<file path="src/rtl/poker_table_ctrl_if.sv">
// Bundle between the game controller and its environment (dealer, player array, renderer).
// master: environment side, drives the controls, banks and cards.
// slave:  controller side, drives latched cards, deal pulse and game status.
interface poker_table_ctrl_if #(
  parameter int unsigned NUM_PLAYERS = 4,
  parameter int unsigned BANK_W      = 8,
  parameter int unsigned CARD_W      = 6,
  parameter int unsigned HCNT_W      = 8,
  parameter int unsigned IDX_W       = 2
);
  localparam int unsigned CardsW = (2 * NUM_PLAYERS + 5) * CARD_W;

  logic                          start_game;
  logic                          next_hand_user;
  logic                          done_draw_screen;
  logic                          hand_done;
  logic [NUM_PLAYERS*BANK_W-1:0] banks;
  logic                          change;
  logic [CardsW-1:0]             cards_in;
  logic [CardsW-1:0]             cards_out;
  logic                          frame_tog;
  logic                          next_hand;
  logic [NUM_PLAYERS-1:0]        active_mask;
  logic [IDX_W-1:0]              button;
  logic [HCNT_W-1:0]             hand_count;
  logic                          game_over;
  logic [IDX_W-1:0]              winner;
  logic                          winner_valid;
  logic [2:0]                    state;

  modport master (
    output start_game, next_hand_user, done_draw_screen, hand_done, banks, change, cards_in,
    input  cards_out, frame_tog, next_hand, active_mask, button, hand_count, game_over,
           winner, winner_valid, state
  );

  modport slave (
    input  start_game, next_hand_user, done_draw_screen, hand_done, banks, change, cards_in,
    output cards_out, frame_tog, next_hand, active_mask, button, hand_count, game_over,
           winner, winner_valid, state
  );
endinterface

</file>
<file path="src/rtl/poker_table_ctrl.sv">
// N-player game sequencer: start, press/release per hand, deal pulse, wait for hand end,
// bust elimination with dealer-button rotation, and screen-redraw handshake. Independently
// latches dealer cards into a display-stable bank on every change strobe.
// Ports: clk_i, rst_ni (synchronous, active-low), bus (slave side of poker_table_ctrl_if).
// All outputs are registered.
module poker_table_ctrl #(
  parameter int unsigned NUM_PLAYERS = 4,
  parameter int unsigned BANK_W      = 8,
  parameter int unsigned CARD_W      = 6,
  parameter int unsigned HCNT_W      = 8,
  parameter int unsigned IDX_W       = 2
) (
  input logic             clk_i,
  input logic             rst_ni,
  poker_table_ctrl_if.slave bus
);
  localparam int unsigned CardsW = (2 * NUM_PLAYERS + 5) * CARD_W;

  localparam logic [2:0] StIdle    = 3'd0;
  localparam logic [2:0] StPress   = 3'd1;
  localparam logic [2:0] StRelease = 3'd2;
  localparam logic [2:0] StDeal    = 3'd3;
  localparam logic [2:0] StHand    = 3'd4;
  localparam logic [2:0] StCheck   = 3'd5;
  localparam logic [2:0] StDraw    = 3'd6;
  localparam logic [2:0] StOver    = 3'd7;

  logic [2:0]             state_q, state_d;
  logic [NUM_PLAYERS-1:0] mask_q, mask_d;
  logic [IDX_W-1:0]       button_q, button_d;
  logic [HCNT_W-1:0]      hcnt_q, hcnt_d;
  logic                   over_q, over_d;
  logic [IDX_W-1:0]       winner_q, winner_d;
  logic                   wvalid_q, wvalid_d;
  logic                   next_hand_q, next_hand_d;
  logic [CardsW-1:0]      cards_q, cards_d;
  logic                   tog_q, tog_d;

  logic [NUM_PLAYERS-1:0] new_mask;
  logic [IDX_W:0]         alive_cnt;
  logic [IDX_W-1:0]       next_btn;
  logic [IDX_W-1:0]       srch_idx;
  logic                   found;
  logic [IDX_W-1:0]       win_idx;

  // Survivor analysis; only consumed in StCheck.
  always_comb begin
    new_mask  = '0;
    alive_cnt = '0;
    win_idx   = '0;
    for (int unsigned i = 0; i < NUM_PLAYERS; i++) begin
      new_mask[i] = mask_q[i] & (|bus.banks[i*BANK_W +: BANK_W]);
      alive_cnt   = alive_cnt + {{IDX_W{1'b0}}, new_mask[i]};
      if (new_mask[i]) win_idx = IDX_W'(i);
    end
  end

  // Next surviving seat strictly after the current button, searching upward with wrap.
  always_comb begin
    next_btn = button_q;
    srch_idx = '0;
    found    = 1'b0;
    for (int unsigned k = 1; k < NUM_PLAYERS; k++) begin
      srch_idx = IDX_W'((32'(button_q) + k) % NUM_PLAYERS);
      if (!found && new_mask[srch_idx]) begin
        next_btn = srch_idx;
        found    = 1'b1;
      end
    end
  end

  always_comb begin
    state_d     = state_q;
    mask_d      = mask_q;
    button_d    = button_q;
    hcnt_d      = hcnt_q;
    over_d      = over_q;
    winner_d    = winner_q;
    wvalid_d    = wvalid_q;
    next_hand_d = 1'b0;

    case (state_q)
      StIdle, StOver: begin
        if (bus.start_game) begin
          state_d  = StPress;
          mask_d   = '1;
          button_d = '0;
          hcnt_d   = '0;
          over_d   = 1'b0;
          wvalid_d = 1'b0;
        end
      end
      StPress:   if (bus.next_hand_user) state_d = StRelease;
      StRelease: if (!bus.next_hand_user) state_d = StDeal;
      StDeal: begin
        state_d     = StHand;
        next_hand_d = 1'b1;
        if (hcnt_q != '1) hcnt_d = hcnt_q + HCNT_W'(1);
      end
      StHand: begin
        // next_hand_q marks the first HAND cycle; a stale hand_done level is ignored there.
        if (!next_hand_q && bus.hand_done) state_d = StCheck;
      end
      StCheck: begin
        mask_d = new_mask;
        if (alive_cnt >= (IDX_W+1)'(2)) begin
          state_d  = StDraw;
          button_d = next_btn;
        end else if (alive_cnt == (IDX_W+1)'(1)) begin
          state_d  = StOver;
          winner_d = win_idx;
          wvalid_d = 1'b1;
          over_d   = 1'b1;
        end else begin
          state_d  = StOver;
          winner_d = '0;
          wvalid_d = 1'b0;
          over_d   = 1'b1;
        end
      end
      StDraw:  if (bus.done_draw_screen) state_d = StPress;
      default: state_d = StIdle;
    endcase
  end

  always_comb begin
    cards_d = cards_q;
    tog_d   = tog_q;
    if (bus.change) begin
      cards_d = bus.cards_in;
      tog_d   = ~tog_q;
    end
  end

  always_ff @(posedge clk_i) begin
    if (!rst_ni) begin
      state_q     <= StIdle;
      mask_q      <= '0;
      button_q    <= '0;
      hcnt_q      <= '0;
      over_q      <= 1'b0;
      winner_q    <= '0;
      wvalid_q    <= 1'b0;
      next_hand_q <= 1'b0;
      cards_q     <= '0;
      tog_q       <= 1'b0;
    end else begin
      state_q     <= state_d;
      mask_q      <= mask_d;
      button_q    <= button_d;
      hcnt_q      <= hcnt_d;
      over_q      <= over_d;
      winner_q    <= winner_d;
      wvalid_q    <= wvalid_d;
      next_hand_q <= next_hand_d;
      cards_q     <= cards_d;
      tog_q       <= tog_d;
    end
  end

  assign bus.cards_out    = cards_q;
  assign bus.frame_tog    = tog_q;
  assign bus.next_hand    = next_hand_q;
  assign bus.active_mask  = mask_q;
  assign bus.button       = button_q;
  assign bus.hand_count   = hcnt_q;
  assign bus.game_over    = over_q;
  assign bus.winner       = winner_q;
  assign bus.winner_valid = wvalid_q;
  assign bus.state        = state_q;
endmodule

</file>
<file path="src/flat_wrapper.sv">
// flat-port wrapper written by rule: the top's interface ports become plain ports
module poker_table_ctrl_flat 
#(
  parameter int unsigned NUM_PLAYERS = 4,
  parameter int unsigned BANK_W      = 8,
  parameter int unsigned CARD_W      = 6,
  parameter int unsigned HCNT_W      = 8,
  parameter int unsigned IDX_W       = 2
)
  (clk_i, rst_ni, bus_start_game, bus_next_hand_user, bus_done_draw_screen, bus_hand_done, bus_banks, bus_change, bus_cards_in, bus_cards_out, bus_frame_tog, bus_next_hand, bus_active_mask, bus_button, bus_hand_count, bus_game_over, bus_winner, bus_winner_valid, bus_state);
  poker_table_ctrl_if #(.NUM_PLAYERS(NUM_PLAYERS), .BANK_W(BANK_W), .CARD_W(CARD_W), .HCNT_W(HCNT_W), .IDX_W(IDX_W)) bus_i ();
  input logic clk_i;
  input logic rst_ni;
  input wire logic [$bits(bus_i.start_game)-1:0] bus_start_game;
  input wire logic [$bits(bus_i.next_hand_user)-1:0] bus_next_hand_user;
  input wire logic [$bits(bus_i.done_draw_screen)-1:0] bus_done_draw_screen;
  input wire logic [$bits(bus_i.hand_done)-1:0] bus_hand_done;
  input wire logic [$bits(bus_i.banks)-1:0] bus_banks;
  input wire logic [$bits(bus_i.change)-1:0] bus_change;
  input wire logic [$bits(bus_i.cards_in)-1:0] bus_cards_in;
  output wire logic [$bits(bus_i.cards_out)-1:0] bus_cards_out;
  output wire logic [$bits(bus_i.frame_tog)-1:0] bus_frame_tog;
  output wire logic [$bits(bus_i.next_hand)-1:0] bus_next_hand;
  output wire logic [$bits(bus_i.active_mask)-1:0] bus_active_mask;
  output wire logic [$bits(bus_i.button)-1:0] bus_button;
  output wire logic [$bits(bus_i.hand_count)-1:0] bus_hand_count;
  output wire logic [$bits(bus_i.game_over)-1:0] bus_game_over;
  output wire logic [$bits(bus_i.winner)-1:0] bus_winner;
  output wire logic [$bits(bus_i.winner_valid)-1:0] bus_winner_valid;
  output wire logic [$bits(bus_i.state)-1:0] bus_state;
  assign bus_i.start_game = bus_start_game;
  assign bus_i.next_hand_user = bus_next_hand_user;
  assign bus_i.done_draw_screen = bus_done_draw_screen;
  assign bus_i.hand_done = bus_hand_done;
  assign bus_i.banks = bus_banks;
  assign bus_i.change = bus_change;
  assign bus_i.cards_in = bus_cards_in;
  assign bus_cards_out = bus_i.cards_out;
  assign bus_frame_tog = bus_i.frame_tog;
  assign bus_next_hand = bus_i.next_hand;
  assign bus_active_mask = bus_i.active_mask;
  assign bus_button = bus_i.button;
  assign bus_hand_count = bus_i.hand_count;
  assign bus_game_over = bus_i.game_over;
  assign bus_winner = bus_i.winner;
  assign bus_winner_valid = bus_i.winner_valid;
  assign bus_state = bus_i.state;
  poker_table_ctrl #(.NUM_PLAYERS(NUM_PLAYERS), .BANK_W(BANK_W), .CARD_W(CARD_W), .HCNT_W(HCNT_W), .IDX_W(IDX_W)) u_core (.clk_i(clk_i), .rst_ni(rst_ni), .bus(bus_i));
endmodule
</file>
<file path="config.mk">
export PLATFORM = sky130hd
export DESIGN_NAME = poker_table_ctrl_flat
export DESIGN_NICKNAME = d
export VERILOG_FILES = /design/src/rtl/poker_table_ctrl_if.sv /design/src/rtl/poker_table_ctrl.sv /design/src/flat_wrapper.sv
export SDC_FILE = /design/constraint.sdc
export NUM_CORES = 1
export LEC_CHECK = 0
export CAP_MARGIN = 0
export CORE_MARGIN = 2
export CORE_UTILIZATION = 35
export CTS_CLUSTER_SIZE = 25
export DETAILED_ROUTE_END_ITERATION = 8
export PLACE_DENSITY = 0.79
export SETUP_SLACK_MARGIN = 0.05
export SYNTH_ARGS = -nofsm -noshare
export SYNTH_HDL_FRONTEND = slang
export SYNTH_SLANG_ARGS = --single-unit
</file>
<file path="constraint.sdc">
create_clock -name clk_i -period 3.45 [get_ports clk_i]
set_input_delay 0.8625 -clock clk_i [delete_from_list [all_inputs] [get_ports clk_i]]
set_output_delay 0.8625 -clock clk_i [all_outputs]
set_load 0.02 [all_outputs]
</file>
==> Word-level counts from Yosys, hierarchy flattened <==
Index checks and enable logic that the tools add are counted.
{ "totals": {"ff_bits": 101, "word_cells": 102} }
{ "op_classes": {"n_addsub": 7, "n_lt_le_gt_ge": 4, "eq_ne": 18, "n_mux": 37, "n_bitwise": 6, "reduce_logical": 20} }
{ "op_table": {"columns": ["cell", "n"], "rows": [
  ["OR reduction 8 bit", 4],
  ["one-hot mux 3 bit (7 select lines)", 1],
  ["two-way mux 2 bit", 8],
  ["two-way mux 8 bit", 2],
  ["one-hot mux 8 bit (2 select lines)", 1],
  ["two-way mux 3 bit", 5],
  ["== test 3 bit, second input constant", 4],
  ["two-way mux 1 bit", 12],
  ["!= test 2 bit, second input constant", 5],
  ["< comparator 2 x 3 -> 1 bit, second input constant", 3],
  ["adder 8 x 1 -> 8 bit, second input constant", 1],
  ["!= test 8 bit, second input constant", 1],
  ["one-hot mux 4 bit (2 select lines)", 1],
  ["adder 3 x 1 -> 3 bit", 2],
  ["binary-select mux 1 bit (select 2 bit)", 3],
  ["== test 3 x 1 -> 1 bit, second input constant", 2],
  ["== test 3 x 2 -> 1 bit, second input constant", 2],
  ["!= test 2 x 1 -> 1 bit, second input constant", 3],
  ["AND reduction 3 bit", 2],
  ["AND reduction 5 bit", 1],
  ["adder 2 bit, second input constant", 2],
  ["AND 1 bit", 4],
  ["two-way mux 4 bit", 1],
  ["!= test 4 x 1 -> 1 bit, second input constant", 1],
  ["other kinds (13)", 21]
]} }

==> Longest topological paths before layout <==
{ "depth": {"depth_word": 13, "mapped_depth": 13, "depth_no_buf": 13} }

==> Worst setup path before layout <==
No wires, ideal clock.
{ "synth_timing": {"kind": "in2reg", "startpoint": "input port bus_banks[9]", "endpoint": "register u_core.winner_q[0] (netlist: u_core.bus.winner[0])", "setup_ns": 0.066, "arrival_time_ns": 3.337, "required_ns": 3.384, "slack_ns": 0.047, "stages": 12, "path_buffers": 0, "cell_sequence": "or4_1 o21ai_4 xnor2_1 xor2_1 ha_1 or2_2 inv_1 ha_1 nand2_1 nor4b_1 a22oi_1 nor2_1"} }
{ "synth_between": {"elab_chain_len": 8, "elab_cells_between_ends": 13} }
{ "synth_rtl": {"columns": ["element", "line", "text"], "rows": [
  ["from (decl)", "flat_wrapper.sv:18", "input wire logic [$bits(bus_i.banks)-1:0] bus_banks;"],
  ["OR reduction 8 bit *", "poker_table_ctrl.sv:52", "new_mask[i] = mask_q[i] & (|bus.banks[i*BANK_W +: BANK_W]);"],
  ["AND 1 bit *", "poker_table_ctrl.sv:52", null],
  ["adder 1 x 1 -> 2 bit", "poker_table_ctrl.sv:53", "alive_cnt = alive_cnt + {{IDX_W{1'b0}}, new_mask[i]};"],
  ["adder 3 x 1 -> 3 bit (2 in a row)", "poker_table_ctrl.sv:53", null],
  [">= comparator 3 x 2 -> 1 bit", "poker_table_ctrl.sv:106", "if (alive_cnt >= (IDX_W+1)'(2)) begin"],
  ["inverter 1 bit (no source line)", null, null],
  ["AND reduction 2 bit (no source line)", null, null],
  ["to (signal assigned)", "poker_table_ctrl.sv:153", "winner_q <= winner_d;"],
  ["to (decl)", "poker_table_ctrl.sv:33", "logic [IDX_W-1:0] winner_q, winner_d;"]
]} }
Mark *: on every way between the ends. The rest lies on a longest branch, timed or not.
A chain may end at the register's enable or synchronous reset.

==> Final worst setup path <==
{ "layout_timing": {"startpoint": "input port bus_banks[14]", "endpoint": "register u_core.button_q[0] (netlist: u_core.bus.button[0])"} }
{ "layout_between": {"elab_chain_len": 13, "elab_cells_between_ends": 25} }
{ "layout_rtl": {"columns": ["element", "line", "text"], "rows": [
  ["OR reduction 8 bit *", "poker_table_ctrl.sv:52", null],
  ["AND 1 bit *", "poker_table_ctrl.sv:52", null],
  ["branches (longest 11 deep; another with adder 3 x 1 -> 3 bit)", null, null],
  ["to (signal assigned)", "poker_table_ctrl.sv:150", "button_q <= button_d;"],
  ["to (decl)", "poker_table_ctrl.sv:30", "logic [IDX_W-1:0] button_q, button_d;"]
]} }
Mark *: on every way between the ends. The select of a mux whose other input is x is not followed.

==> results.cfg <==
[sta]
setup_slack_ns = 0.143
fmax_ghz = 0.302
relSlewSlack_pct = 60.7
period_minus_slack_ns = 3.31
finalSetupViolCount = 0
min_period_over_period_pct = 95.9
drv_slew = 0
fin_setup_tns_ns = 0
grt_setup_unrepaired = false
hold_viol_final = 0
finClkSkew_ns = 0.00855
worst_pin_slew_ns = 0.589

[global_route]
grt_use_total_pct = 17.9
overflow = 0
grt_max_degree = 46
antenna_found_initial = 0
grt_pass1_vias = 3789
grt_first_pass_wirelength_um = 18500

[logic_synthesis]
syn_area_um2 = 4090
synth_top_cell_area_share_pct = 49.5
ys_seq_area_share_pct = 49.5
synth_most_common_cell = nor2_1
yosysWarningCount = 0
synth.distinct_cells = 45
synth_cells = 430
synth_edf_count = 0
synth-async-reset-ratio_pct = 0
synth_top_area_cell = dfxtp_1
synth-main-ff-cell = dfxtp_1
synth_area_leaders = dfxtp_1 (49%), mux2i_1 (19%), nor2_1 (9.6%), a21oi_1 (2.2%), clkbuf_1 (1.6%)
syn_nets = 552
synth-seq-cells = 101
avgSynthCellArea_um2 = 9.50
synth_common_cells = nor2_1 (104), dfxtp_1 (101), mux2i_1 (79), a21oi_1 (18), clkbuf_1 (17)

[pwr]
ir_worst_vdd_mv = 0.278
power.leakage_nw = 2.75
power_density_nw_per_um2 = 479

[clock_tree]
cts_tree = done
cts_made_buffers = 9
clock_sinks = 101
postCtsSetupRepairBufs = 0
insertion_delay_ns = 0.34
cts_buffer_depth = 2
clk_pin_slew_ns = 0.07
htree_num_levels = 3
cts_hold_buffers = 0
root_buffer = clkbuf_16

[floorplan]
core_area_um2 = 11400
fp-row-count = 39
start_util_pct = 35.8
ios = 218
die_x_um = 112
die_area_um2 = 12600
die_h_um = 112

[final_layout]
syn_to_final_growth_pct = 66.6
layout.cells.non_filler = 791
design_area_um2 = 6810
n_antenna_cell = 0
final_nets = 765
drive_above_1_share_pct = 7.72

[route]
totalWireLength_um = 11600
ant_nets = 0
dr_total_vias = 3847
viasPerCell = 4.86
wl_per_cell_um = 14.6
first_iter_violations = 116
drc = 0
firstDrtPassIters = 4

[placed_design]
portBuffers = 217
place_area_um2 = 6430
place_congestion = 0.825
dp.cells = 775
dp_hpwl_um = 8550
post-place-ws_ns = -0.387

[flow_run]
maxCapViolations = 0

[run_status]
run_status = completed

[setup_path]
slowest_delay_ns = 0.56
end_kind = flip-flop
path_class = input pin to flip-flop
startpoint_type = input pin
crit_slowest_cell = or4_4
crit_required_ns = 3.68
crit_family = simple AND/OR/NAND/NOR gates
path_cells = clkdlybuf4s50_1 > or4_4 > o21ai_4 > xnor2_2 > xor2_1 > ha_2 > or2_4 > inv_4 > ha_4 > nor2_4 > o31ai_2 > nor4_2 > or3_1
arrival_ns = 3.54
cp_max_fo = 2
critPathBufInv = 2

[hold_path]
hp-class = flip-flop to flip-flop
-- power by group --
| part | internal (mW) | switching, mW | leakage (nW) |
|---|---|---|---|
| combinational | 0.489 | 0.452 | 1.79 |
| sequential | 1.25 | 0.0906 | 0.832 |
| clock | 0.519 | 0.460 | 0.134 |
-- path summary, 6_finish.rpt --
path              slack, ns                   end  depth (start not counted)                 startpoint
setup / recovery       0.14  u_core.bus.button[0]                         13              bus_banks[14]
hold / removal         0.48  u_core.bus.game_over                          2       u_core.bus.game_over
setup reg to reg       1.26  u_core.bus.button[0]                         11  u_core.bus.active_mask[1]
hold reg to reg        0.48  u_core.bus.game_over                          2       u_core.bus.game_over
-- flip-flops by register name (all words and copies together), names as in the netlist --
name	cells
u_core.bus.state	3
u_core.bus.cards_out	78
u_core.bus.active_mask	4
u_core.bus.next_hand	1
u_core.bus.hand_count	8
u_core.bus.winner_valid	1
u_core.bus.frame_tog	1
u_core.bus.winner	2
u_core.bus.button	2
u_core.bus.game_over	1
-- per-stage QoR --
stage	hold WS (ns)	util, %	power, mW
after CTS	0.476	59.1	3.25
after detailed placement	0.459	56.3	2.24
after global placement	0.457	56.3	2.21
after global routing	0.498	59.6	3.42
final	0.479	59.6	3.26
after floorplan	0.535	-	1.82
-- logic make-up (layout without fill, tap and decap cells) --
| logic type | after synthesis | count (layout) | share of synthesized area (%) |
|---|---|---|---|
| adder cells (fa/ha/maj) | 5 | 5 | 1.53 |
| flip-flops | 101 | 101 | 49.5 |
| buffers and inverters | 33 | 251 | 3.40 |
| XOR/XNOR | 9 | 9 | 1.93 |
| multiplexers | 79 | 79 | 19.4 |
| AO/OA/AOI/OAI | 47 | 47 | 7.35 |
| AND/OR/NAND/NOR | 156 | 156 | 17.0 |
-- worst reg2reg max path, cell delays in order, from the launching register on --
cell and delay [ns]:
dfxtp_1 0.43, o21ai_4 0.11, xnor2_2 0.16, xor2_1 0.15, ha_2 0.17, or2_4 0.26
inv_4 0.08, ha_4 0.14, nor2_4 0.05, o31ai_2 0.09, nor4_2 0.09, or3_1 0.37
-- layout by cell type, fill, tap and decap left out, types with 2 or more instances in the layout --
cell	count
nand4_1	4
a21oi_1	18
nand2_1	14
buf_4	9
or4_1	6
and3_1	4
or2_4	2
buf_12	2
clkdlybuf4s50_1	216
nand3_1	3
xnor2_1	2
o31ai_2	2
inv_6	2
ha_1	2
dfxtp_1	101
mux2i_1	79
nor3_1	4
a22oi_1	2
inv_1	5
clkbuf_16	9
xor2_1	6
o21ai_4	2
o21ai_1	2
or3_1	3
ha_4	2
inv_2	2
or4_4	3
o21ai_0	11
clkinvlp_4	3
nor2_1	103
-- repair_timing --
item                       CTS  global route
setup endpoints to repair    4             5
pin swaps                    3             8
gates resized for setup      4            16
-- routing by layer --
layer,share of wire (%),global-route usage (%),vias to the layer above
li1,-,-,1899
met1,40,20.3,1768
met2,51,31.9,162
met3,7.5,5.35,18
met4,1.8,6.42,0
met5,0,0,-
-- final cells by class --
| cell class | count | area [um^2] |
|---|---|---|
| Fill cell | 1008 | 4610 |
| Timing Repair Buffer | 227 | 2270 |
| Sequential cell | 101 | 2020 |
| Multi-Input combinational cell | 296 | 2010 |
| Clock buffer | 10 | 239 |
| Tap cell | 143 | 179 |
| Clock inverter | 6 | 51.3 |
| Inverter | 8 | 32.5 |
Power figures use the tool's default switching activity.
